**src/rtl/morphle_config_loader.sv**
```systemverilog
// Wishbone-driven configuration sequencer for a Morphle Logic yblock.
// Optional readback FIFO enabled by defining MORPHLE_READBACK_EN.
`timescale 1ns/1ps
module morphle_config_loader #(
  parameter int BLOCKWIDTH  = 16,
  parameter int CHAIN_DEPTH = 48,
  parameter int FIFO_DEPTH  = 8,
  parameter int SETUP_CYC   = 2,
  parameter int PULSE_CYC   = 2,
  parameter int HOLD_CYC    = 2
) (
  input  logic                  wb_clk_i,
  input  logic                  wb_rst_n_i,
  input  logic                  wbs_stb_i,
  input  logic                  wbs_cyc_i,
  input  logic                  wbs_we_i,
  input  logic [3:0]            wbs_sel_i,
  input  logic [31:0]           wbs_adr_i,
  input  logic [31:0]           wbs_dat_i,
  output logic                  wbs_ack_o,
  output logic [31:0]           wbs_dat_o,
  output logic                  cfg_reset,
  output logic                  confclk,
  output logic [BLOCKWIDTH-1:0] cbitin,
  input  logic [BLOCKWIDTH-1:0] cbitout
);

  localparam int AW = $clog2(FIFO_DEPTH);
  localparam logic [AW:0] FIFO_FULL  = (AW+1)'(FIFO_DEPTH);
  localparam logic [15:0] SETUP_LAST = 16'(SETUP_CYC - 1);
  localparam logic [15:0] PULSE_LAST = 16'(PULSE_CYC - 1);
  localparam logic [15:0] HOLD_LAST  = 16'(HOLD_CYC - 1);
  localparam logic [15:0] CHAIN_LAST = 16'(CHAIN_DEPTH);

  localparam logic [2:0] ST_IDLE  = 3'd0;
  localparam logic [2:0] ST_LOAD  = 3'd1;
  localparam logic [2:0] ST_SETUP = 3'd2;
  localparam logic [2:0] ST_PULSE = 3'd3;
  localparam logic [2:0] ST_HOLD  = 3'd4;
  localparam logic [2:0] ST_DONE  = 3'd5;

  logic [2:0]  state_reg, state_next;
  logic [15:0] timer_reg, timer_next;
  logic [15:0] count_reg;
  logic        done_reg, blk_reset_reg, auto_release_reg, woverflow_reg;
  logic        confclk_reg, ack_reg;
  logic [31:0] dat_o_reg, rd_data;
  logic [BLOCKWIDTH-1:0] cbitin_reg;

  logic [BLOCKWIDTH-1:0] wmem [FIFO_DEPTH];
  logic [AW-1:0] wwr_ptr_reg, wrd_ptr_reg;
  logic [AW:0]   wlevel_reg;

  logic       wb_access, wb_wr, wb_rd;
  logic [1:0] reg_sel;
  logic       ctrl_wr, start_req, clear_req, start_ok, wpush, wpush_ok, wpop;
  logic       wfull, wempty, busy, enter_done;
  logic       runderflow, roverflow;
  logic [BLOCKWIDTH-1:0] rdata;
  logic       unused_bits;

  // Every side effect happens on the edge that raises ack, so there are no wait states.
  assign wb_access = wbs_stb_i & wbs_cyc_i & ~ack_reg;
  assign wb_wr     = wb_access & wbs_we_i;
  assign wb_rd     = wb_access & ~wbs_we_i;
  assign reg_sel   = wbs_adr_i[3:2];
  assign ctrl_wr   = wb_wr && (reg_sel == 2'd0);
  assign start_req = ctrl_wr & wbs_dat_i[0];
  assign clear_req = ctrl_wr & wbs_dat_i[3];
  assign wpush     = wb_wr && (reg_sel == 2'd2);

  assign wfull    = (wlevel_reg == FIFO_FULL);
  assign wempty   = (wlevel_reg == '0);
  assign wpush_ok = wpush & ~wfull;
  assign wpop     = (state_reg == ST_LOAD) & ~wempty;
  assign busy     = (state_reg == ST_LOAD) || (state_reg == ST_SETUP) ||
                    (state_reg == ST_PULSE) || (state_reg == ST_HOLD);
  assign start_ok = start_req & ~busy & ~clear_req;

  assign unused_bits = ^{wbs_sel_i, wbs_adr_i[31:4], wbs_adr_i[1:0], wbs_dat_i, cbitout};

  always_comb begin
    state_next = state_reg;
    timer_next = timer_reg + 16'd1;
    case (state_reg)
      ST_IDLE: begin
        timer_next = '0;
        if (start_req) state_next = ST_LOAD;
      end
      ST_LOAD: begin
        timer_next = '0;
        if (!wempty) state_next = ST_SETUP;
      end
      ST_SETUP: if (timer_reg == SETUP_LAST) begin
        state_next = ST_PULSE;
        timer_next = '0;
      end
      ST_PULSE: if (timer_reg == PULSE_LAST) begin
        state_next = ST_HOLD;
        timer_next = '0;
      end
      ST_HOLD: if (timer_reg == HOLD_LAST) begin
        state_next = (count_reg == CHAIN_LAST) ? ST_DONE : ST_LOAD;
        timer_next = '0;
      end
      ST_DONE: begin
        timer_next = '0;
        state_next = start_ok ? ST_LOAD : ST_IDLE;
      end
      default: begin
        state_next = ST_IDLE;
        timer_next = '0;
      end
    endcase
    if (clear_req) begin
      state_next = ST_IDLE;
      timer_next = '0;
    end
  end

  assign enter_done = (state_reg == ST_HOLD) && (state_next == ST_DONE);

  always_ff @(posedge wb_clk_i or negedge wb_rst_n_i) begin
    if (!wb_rst_n_i) begin
      state_reg        <= ST_IDLE;
      timer_reg        <= '0;
      confclk_reg      <= 1'b0;
      count_reg        <= '0;
      done_reg         <= 1'b0;
      blk_reset_reg    <= 1'b1;
      auto_release_reg <= 1'b0;
    end else begin
      state_reg   <= state_next;
      timer_reg   <= timer_next;
      confclk_reg <= (state_next == ST_PULSE);
      if (ctrl_wr) begin
        blk_reset_reg    <= wbs_dat_i[1];
        auto_release_reg <= wbs_dat_i[2];
      end
      if (clear_req || start_ok) begin
        count_reg <= '0;
        done_reg  <= 1'b0;
      end else begin
        if (state_reg == ST_SETUP && state_next == ST_PULSE) count_reg <= count_reg + 16'd1;
        if (enter_done) done_reg <= 1'b1;
      end
      if (enter_done && auto_release_reg) blk_reset_reg <= 1'b0;
    end
  end

  always_ff @(posedge wb_clk_i) begin
    if (wpush_ok) wmem[wwr_ptr_reg] <= wbs_dat_i[BLOCKWIDTH-1:0];
  end

  always_ff @(posedge wb_clk_i or negedge wb_rst_n_i) begin
    if (!wb_rst_n_i) begin
      wwr_ptr_reg   <= '0;
      wrd_ptr_reg   <= '0;
      wlevel_reg    <= '0;
      woverflow_reg <= 1'b0;
      cbitin_reg    <= '0;
    end else if (clear_req) begin
      wwr_ptr_reg   <= '0;
      wrd_ptr_reg   <= '0;
      wlevel_reg    <= '0;
      woverflow_reg <= 1'b0;
    end else begin
      if (wpush_ok) wwr_ptr_reg <= wwr_ptr_reg + 1'b1;
      if (wpop) begin
        wrd_ptr_reg <= wrd_ptr_reg + 1'b1;
        cbitin_reg  <= wmem[wrd_ptr_reg];
      end
      wlevel_reg <= wlevel_reg + (AW+1)'(wpush_ok) - (AW+1)'(wpop);
      if (wpush && wfull) woverflow_reg <= 1'b1;
    end
  end

`ifdef MORPHLE_READBACK_EN
  logic [BLOCKWIDTH-1:0] rmem [FIFO_DEPTH];
  logic [AW-1:0] rwr_ptr_reg, rrd_ptr_reg;
  logic [AW:0]   rlevel_reg;
  logic          runderflow_reg, roverflow_reg;
  logic          rpush, rpop, rfull, rempty, rpush_ok, rpop_ok;

  // The yblock output is captured just before the strobe that shifts it away.
  assign rpush    = (state_reg == ST_SETUP) && (timer_reg == SETUP_LAST);
  assign rpop     = wb_rd && (reg_sel == 2'd3);
  assign rfull    = (rlevel_reg == FIFO_FULL);
  assign rempty   = (rlevel_reg == '0);
  assign rpush_ok = rpush & ~rfull;
  assign rpop_ok  = rpop & ~rempty;
  assign rdata    = rempty ? '0 : rmem[rrd_ptr_reg];
  assign runderflow = runderflow_reg;
  assign roverflow  = roverflow_reg;

  always_ff @(posedge wb_clk_i) begin
    if (rpush_ok) rmem[rwr_ptr_reg] <= cbitout;
  end

  always_ff @(posedge wb_clk_i or negedge wb_rst_n_i) begin
    if (!wb_rst_n_i) begin
      rwr_ptr_reg    <= '0;
      rrd_ptr_reg    <= '0;
      rlevel_reg     <= '0;
      runderflow_reg <= 1'b0;
      roverflow_reg  <= 1'b0;
    end else if (clear_req) begin
      rwr_ptr_reg    <= '0;
      rrd_ptr_reg    <= '0;
      rlevel_reg     <= '0;
      runderflow_reg <= 1'b0;
      roverflow_reg  <= 1'b0;
    end else begin
      if (rpush_ok) rwr_ptr_reg <= rwr_ptr_reg + 1'b1;
      if (rpop_ok)  rrd_ptr_reg <= rrd_ptr_reg + 1'b1;
      rlevel_reg <= rlevel_reg + (AW+1)'(rpush_ok) - (AW+1)'(rpop_ok);
      if (rpush && rfull)  roverflow_reg  <= 1'b1;
      if (rpop && rempty)  runderflow_reg <= 1'b1;
    end
  end
`else
  assign rdata      = '0;
  assign runderflow = 1'b0;
  assign roverflow  = 1'b0;
`endif

  always_comb begin
    rd_data = '0;
    case (reg_sel)
      2'd0: rd_data = {29'd0, auto_release_reg, blk_reset_reg, 1'b0};
      2'd1: rd_data = {count_reg, 8'(wlevel_reg), 1'b0, roverflow, runderflow,
                       woverflow_reg, wempty, wfull, done_reg, busy};
      2'd3: rd_data = 32'(rdata);
      default: rd_data = '0;
    endcase
  end

  always_ff @(posedge wb_clk_i or negedge wb_rst_n_i) begin
    if (!wb_rst_n_i) begin
      ack_reg   <= 1'b0;
      dat_o_reg <= '0;
    end else begin
      ack_reg   <= wb_access;
      dat_o_reg <= wb_rd ? rd_data : '0;
    end
  end

  assign wbs_ack_o = ack_reg;
  assign wbs_dat_o = dat_o_reg;
  assign cfg_reset = blk_reset_reg;
  assign confclk   = confclk_reg;
  assign cbitin    = cbitin_reg;

endmodule

```
**config.mk**
```make
export PLATFORM = sky130hd
export DESIGN_NAME = morphle_config_loader
export DESIGN_NICKNAME = d
export VERILOG_FILES = /design/src/rtl/morphle_config_loader.sv
export SDC_FILE = /design/constraint.sdc
export NUM_CORES = 1
export LEC_CHECK = 0
export ABC_CLOCK_PERIOD_IN_PS = 4400
export CAP_MARGIN = 25
export CORE_MARGIN = 8
export CORE_UTILIZATION = 54
export CTS_CLUSTER_SIZE = 8
export DETAILED_ROUTE_END_ITERATION = 10
export PLACE_DENSITY = 0.8
export SETUP_SLACK_MARGIN = 0.2
export SYNTH_ARGS = -nofsm -noshare
export SYNTH_HDL_FRONTEND = slang
export SYNTH_SLANG_ARGS = --single-unit
```
**constraint.sdc**
```tcl
create_clock -name wb_clk_i -period 4.4 [get_ports wb_clk_i]
set_clock_uncertainty 0.2 [all_clocks]
set_input_delay 0.44 -clock wb_clk_i [delete_from_list [all_inputs] [get_ports wb_clk_i]]
set_output_delay 0.44 -clock wb_clk_i [all_outputs]
set_load 0.01 [all_outputs]
```
==> impl_metrics.toml, run 1 <==
[worst_setup_path]
path_class = "flop to flop"
required_ps = 4590
worstReg2RegStart = "wlevel_reg[2]"
cp-end-kind = "flop"
rr_worst_depth = 12
path_max_fanout = 5
arrival_ps = 3130
r2r_slack_ps = 1470
cpMaxStageDelayCell = "nor3b_1"
worstPathCellList = "inv_1 > ha_1 > nor3b_1 > nor4b_2 > inv_1 > ha_1 > inv_1 > ha_1 > a21o_1 > a21oi_1 > xnor2_1 > nor2_1"
slowest_delay_ps = 620
worstReg2RegEnd = "wlevel_reg[3]"
start_kind = "flop"

[pwr]
power_mw = 6.214
power_frac_seq_pct = 42.0
p_int_mw = 4.457
leakage_nw = 4.193
p_per_area_nw_per_um2 = 566.3
p_switching_mw = 1.757
power_frac_comb_pct = 24.4
power_switching_share_pct = 28.27
clkPwrFrac_pct = 33.6
irDropWorstVdd_v = 0.0003420

[grt]
grt_pass1_wl_um = 29820
grt.total_usage_pct = 17.35
grt_max_degree = 68
grt_pass1_vias = 5717
antenna_found_initial = 0
grt_overflow = 0

[cells_and_area]
final_cells = 938
final_util_pct = 66.40
multi_input_area_um2 = 2738
final_area_um2 = 10970
regMostFlops = "wmem"
area_growth_pct = 20.29
largest_reg_flops = 128
seq_area_um2 = 6148
drive_gt1_share_pct = 16.02
fill_cells = 1107
nets = 801
antenna_cells = 0

[clock_tree]
cts-root-buf = "clkbuf_16"
cts_setup_buffers = 0
clkTransAtPathRegs_ps = 50
htree_num_levels = 1
tritoncts = "done"
cts_buffer_depth = 3
numCtsBuffers = 31
clkLatencyLatePin_ps = 530
cts.sinks = 220

[timing]
setup_viol = 0
slew_viol_final = 0
period_needed_ps = 2933
fmax_ghz = 0.3410
relSlewSlack_pct = 41.06
tns_ps = 0
finalHoldViolCount = 0
finalCritPeriodShare_pct = 66.65
worst_pin_slew_ps = 884.1
rsz0062_at_grt = "false"

[floorplanning]
die_h_um = 146.0
die_w_um = 146.0
io_pins = 140
rows = 47
core_um2 = 16520
dieArea_um2 = 21310
start_util_pct = 55.21

[yosys]
synth_ff_type = "edfxtp_1"
synth_edf_count = 128
syn_inst = 605
syn_area_per_cell_um2 = 15.08
ys_ff_latch = 220
synth_cell_types = 55
yosys.area.top_type = "edfxtp_1"
yosys-top-cells-count = "128 x edfxtp_1, 91 x dfrtp_1, 61 x nor2_1, 35 x nand2_1, 32 x mux4_2"
yosysMostFrequentCell = "edfxtp_1"
yosysTopAreaCellShare_pct = 42.13
ys_warn_count = 0
seq_area_frac_synth_pct = 67.38
async_flop_share_pct = 41.82
synthTopCellsByArea = "edfxtp_1 42%, dfrtp_1 25%, mux4_2 7.9%"
syn-cell-area_um2 = 9122

[place]
placed_area_um2 = 10080
numPortBuffers = 66
hpwl_um = 11650
dp_cells = 884
gp_congestion = 0.8381

[route]
vias = 5292
vias_per_cell = 5.642
drt-pass1-iter-count = 4
finalWirelength_um = 18830
post-route-drc-count = 0
dr.first_iter.drc_count = 317
avgRoutedWirePerCell_um = 20.07
ant_nets = 0

[min_path]
whs_path_depth = 2
worst_hold_path_type = "flop to flop"
min_from = "cbitin[3]"
hold_path_end = "cbitin[3]"

[run]
maxCapViolCount = 0

[run_status]
status = "finished clean"
## final cells by class
| class | count | area share (%) |
|---|---|---|
| inverter | 16 | 0.5473 |
| clock buffer | 51 | 7.754 |
| clock inverter | 1 | 0.04561 |
| multi-input combinational | 338 | 24.95 |
| timing repair buffer | 92 | 8.164 |
| sequential | 220 | 56.03 |
| tap | 220 | 2.509 |
## repair_timing
item / 4_1_cts / 5_1_grt
endpoints found under the hold margin: 66 / 0
setup endpoints to repair: 0 / 0
resized for setup: 0 / 0
hold buffers: 1 / 0
## how the worst max path moves through the flow
stage	start	end	slack [ps]	depth (start not counted)
floorplan	wbs_ack_o	wmem[0][0]	1260	4
global placement	wbs_adr_i[2]	wlevel_reg[2]	1080	11
detailed placement	wbs_adr_i[2]	wlevel_reg[2]	1000	11
CTS	wlevel_reg[2]	wlevel_reg[2]	1470	11
global route	wlevel_reg[2]	wlevel_reg[2]	1270	11
finish	wlevel_reg[2]	wlevel_reg[3]	1470	12
## power groups by stage
stage	sequential [mW]	clock [mW]	combinational, mW
finish	2.61	2.09	1.52
global route	2.64	2.21	1.67
CTS	2.64	2.13	1.47
detailed placement	2.67	0	1.45
global placement	2.69	0	1.34
floorplan	2.56	0	1.10
## placed cells by master, fill, tap and decap left out, drive strengths merged, types with 7 or more instances in the layout
master	instances
nor2	64
xor2	15
inv	16
clkdlybuf4s50	65
nand2	35
a21oi	12
nor4	13
nand3	13
mux2i	21
dfrtp	91
conb	7
xnor2	20
nor3	13
clkbuf	51
mux4	32
o21ai	18
buf	26
edfxtp	128
ha	12
and3	16
## routing by layer
layer  track usage, %  share of wire (%)  vias up
met4            5.410                2.1        0
met1            20.39                 40     2710
met2            31.05                 52      141
met5                0                  0        -
met3            3.887                5.3       40
li1                 -                  -     2401
## logic make-up after synthesis
| logic type | after synthesis | share of synthesized area, % |
|---|---|---|
| AND/OR/NAND/NOR | 191 | 11.69 |
| adder cells (fa/ha/maj) | 13 | 1.865 |
| XOR/XNOR | 35 | 3.360 |
| other | 1 | 0.04111 |
| AO/OA/AOI/OAI | 38 | 2.373 |
| multiplexers | 54 | 10.33 |
| flip-flops | 220 | 67.38 |
| buffers and inverters | 53 | 2.963 |
## worst max-delay path: cells and delay by family (launching register included)
kind / cells / cell delay [ps]
compound gates: 2 / 310
xor+xnor: 1 / 140
fa+ha+maj: 3 / 580
buf+inv: 3 / 320
flops: 1 / 350
simple gates: 3 / 890
## through the flow
step                setup slack, ps  hold WS (ps)
finish                         1467         276.6
global route                   1274         290.7
CTS                            1469         280.7
detailed placement             1003         231.3
global placement               1075         223.0
floorplan                      1258        -55.59
No activity file was read; power rests on OpenSTA's default activity.
==> run 2, diff against run 1 <==
ABC_CLOCK_PERIOD_IN_PS = 3000   (was 4400)
clock period = 3 ns   (was 4.4 ns; I/O delays follow)
==> impl_metrics.toml, run 2 (synthesis gave the netlist of run 1 again) <==
[cells_and_area]
nets = 809
drive_gt1_share_pct = 17.77
antenna_cells = 0
final_cell_mix = "128 x edfxtp_1, 90 x dfrtp_1, 65 x clkdlybuf4s50_1"
regMostFlops = "wmem"
seq_area_um2 = 6148
multi_input_area_um2 = 2756
final_common_cell = "edfxtp_1"
final_util_pct = 67.05
largest_reg_flops = 128
area_growth_pct = 21.45
fill_cells = 1121

[grt]
grt_pass1_wl_um = 31640
grt.total_usage_pct = 18.61
grt_pass1_vias = 5869
grt_overflow = 0
antenna_found_initial = 0
grt_max_degree = 57

[timing]
rsz0062_at_grt = "false"
relSlewSlack_pct = 48.37
period_needed_ps = 2664
slew_viol_final = 0
tns_ps = 0
fmax_ghz = 0.3753
worst_pin_slew_ps = 774.4
worst_hold_slack_ps = 177.0
finalHoldViolCount = 0
finalCritPeriodShare_pct = 88.81
setup_viol = 0

[min_path]
worst_hold_path_type = "input pin to async pin"

[pwr]
p_switching_mw = 2.619
p_int_mw = 6.623
p_per_area_nw_per_um2 = 834.1
leakage_nw = 4.249
power_frac_comb_pct = 24.0
clkPwrFrac_pct = 34.2
power_switching_share_pct = 28.34
power_mw = 9.242
irDropWorstVdd_v = 0.0005971
power_frac_seq_pct = 41.8

[floorplanning]
core_um2 = 16520
die_h_um = 146.0
rows = 47
io_pins = 140
start_util_pct = 55.21
dieArea_um2 = 21310
die_w_um = 146.0

[clock_tree]
clkTransAtPathRegs_ps = 50
cts_buffer_depth = 3
cts.sinks = 220
cts-root-buf = "clkbuf_16"
numCtsBuffers = 31
tritoncts = "done"
htree_num_levels = 1
clkLatencyLatePin_ps = 540

[worst_setup_path]
start_kind = "flop"
path_class = "flop to flop"
arrival_ps = 2880
cp-end-kind = "flop"
required_ps = 3210
path_max_fanout = 4

[route]
drt-pass1-iter-count = 6
vias = 5279
dr.first_iter.drc_count = 448
avgRoutedWirePerCell_um = 20.49
vias_per_cell = 5.580
post-route-drc-count = 0
ant_nets = 0
finalWirelength_um = 19390

[run]
maxCapViolCount = 0

[run_status]
status = "finished clean"

[place]
numPortBuffers = 66
gp_congestion = 0.7986
hpwl_um = 12380
run 2: worst max-delay path, cell delays in order, from the launching register on:
cell,delay (ps)
dfrtp_1,380
inv_1,80
ha_2,170
or3b_4,400
nand2_2,110
nor2_2,80
ha_1,280
inv_1,50
ha_1,200
fa_1,390
xnor2_1,150
nor2_1,50
run 2: path summary, 6_finish.rpt:
| path | depth (start not counted) | slack, ps | startpoint | to |
|---|---|---|---|---|
| worst max-delay path | 11 | 340 | wlevel_reg[3] | wlevel_reg[2] |
| worst min-delay path | 2 | 180 | wb_rst_n_i | cbitin[12] |
| worst max register to register | 11 | 340 | wlevel_reg[3] | wlevel_reg[2] |
| worst min register to register | 1 | 240 | auto_release_reg | cfg_reset |
| max in group asynchronous | 3 | 1680 | wb_rst_n_i | cfg_reset |
| min in group wb_clk_i | 1 | 240 | auto_release_reg | cfg_reset |
run 2: power by group through the flow:
stage	logic (mW)	registers (mW)	clock network, mW
CTS	2.25	3.86	3.21
global placement	2.12	3.88	0
floorplan	1.61	3.75	0
global route	2.44	3.91	3.36
detailed placement	2.23	3.90	0
finish	2.22	3.86	3.16
run 2: metal layers:
layer / share of wire (%) / track usage, % / wire (µm) / vias to the layer above
li1: - / - / - / 2414
met1: 40 / 22.15 / 7814 / 2698
met2: 53 / 33.51 / 10230 / 132
met3: 4.8 / 3.731 / 923 / 35
met4: 2.1 / 5.358 / 415 / 0
met5: 0 / 0 / 0 / -
run 2: final cells by class:
type	count	share of cell area, %
flip-flops and latches	220	55.49
inverters	16	0.5421
clock buffers	50	7.645
repair buffers	100	8.605
clock inverters	2	0.3501
multi-input cells	338	24.88
well taps	220	2.484
run 2: what timing repair did:
action                                  in CTS  in global routing
resized for setup                            3                  4
hold buffers                                 1                  0
pin swaps                                    0                  2
hold endpoints to repair                    55                  0
endpoints found under the setup margin       3                  3
setup buffers                                0                  0
gates cloned                                 0                  0
run 2: per-stage QoR:
stage,instance area (µm²),worst slack (ps),std cells
2_1_floorplan,9155,281.3,611
3_3_place_gp,10160,119.4,893
5_1_grt,11080,216.0,946
3_5_place_dp,10160,106.2,893
6_report,11080,335.7,946
4_1_cts,11070,227.9,946
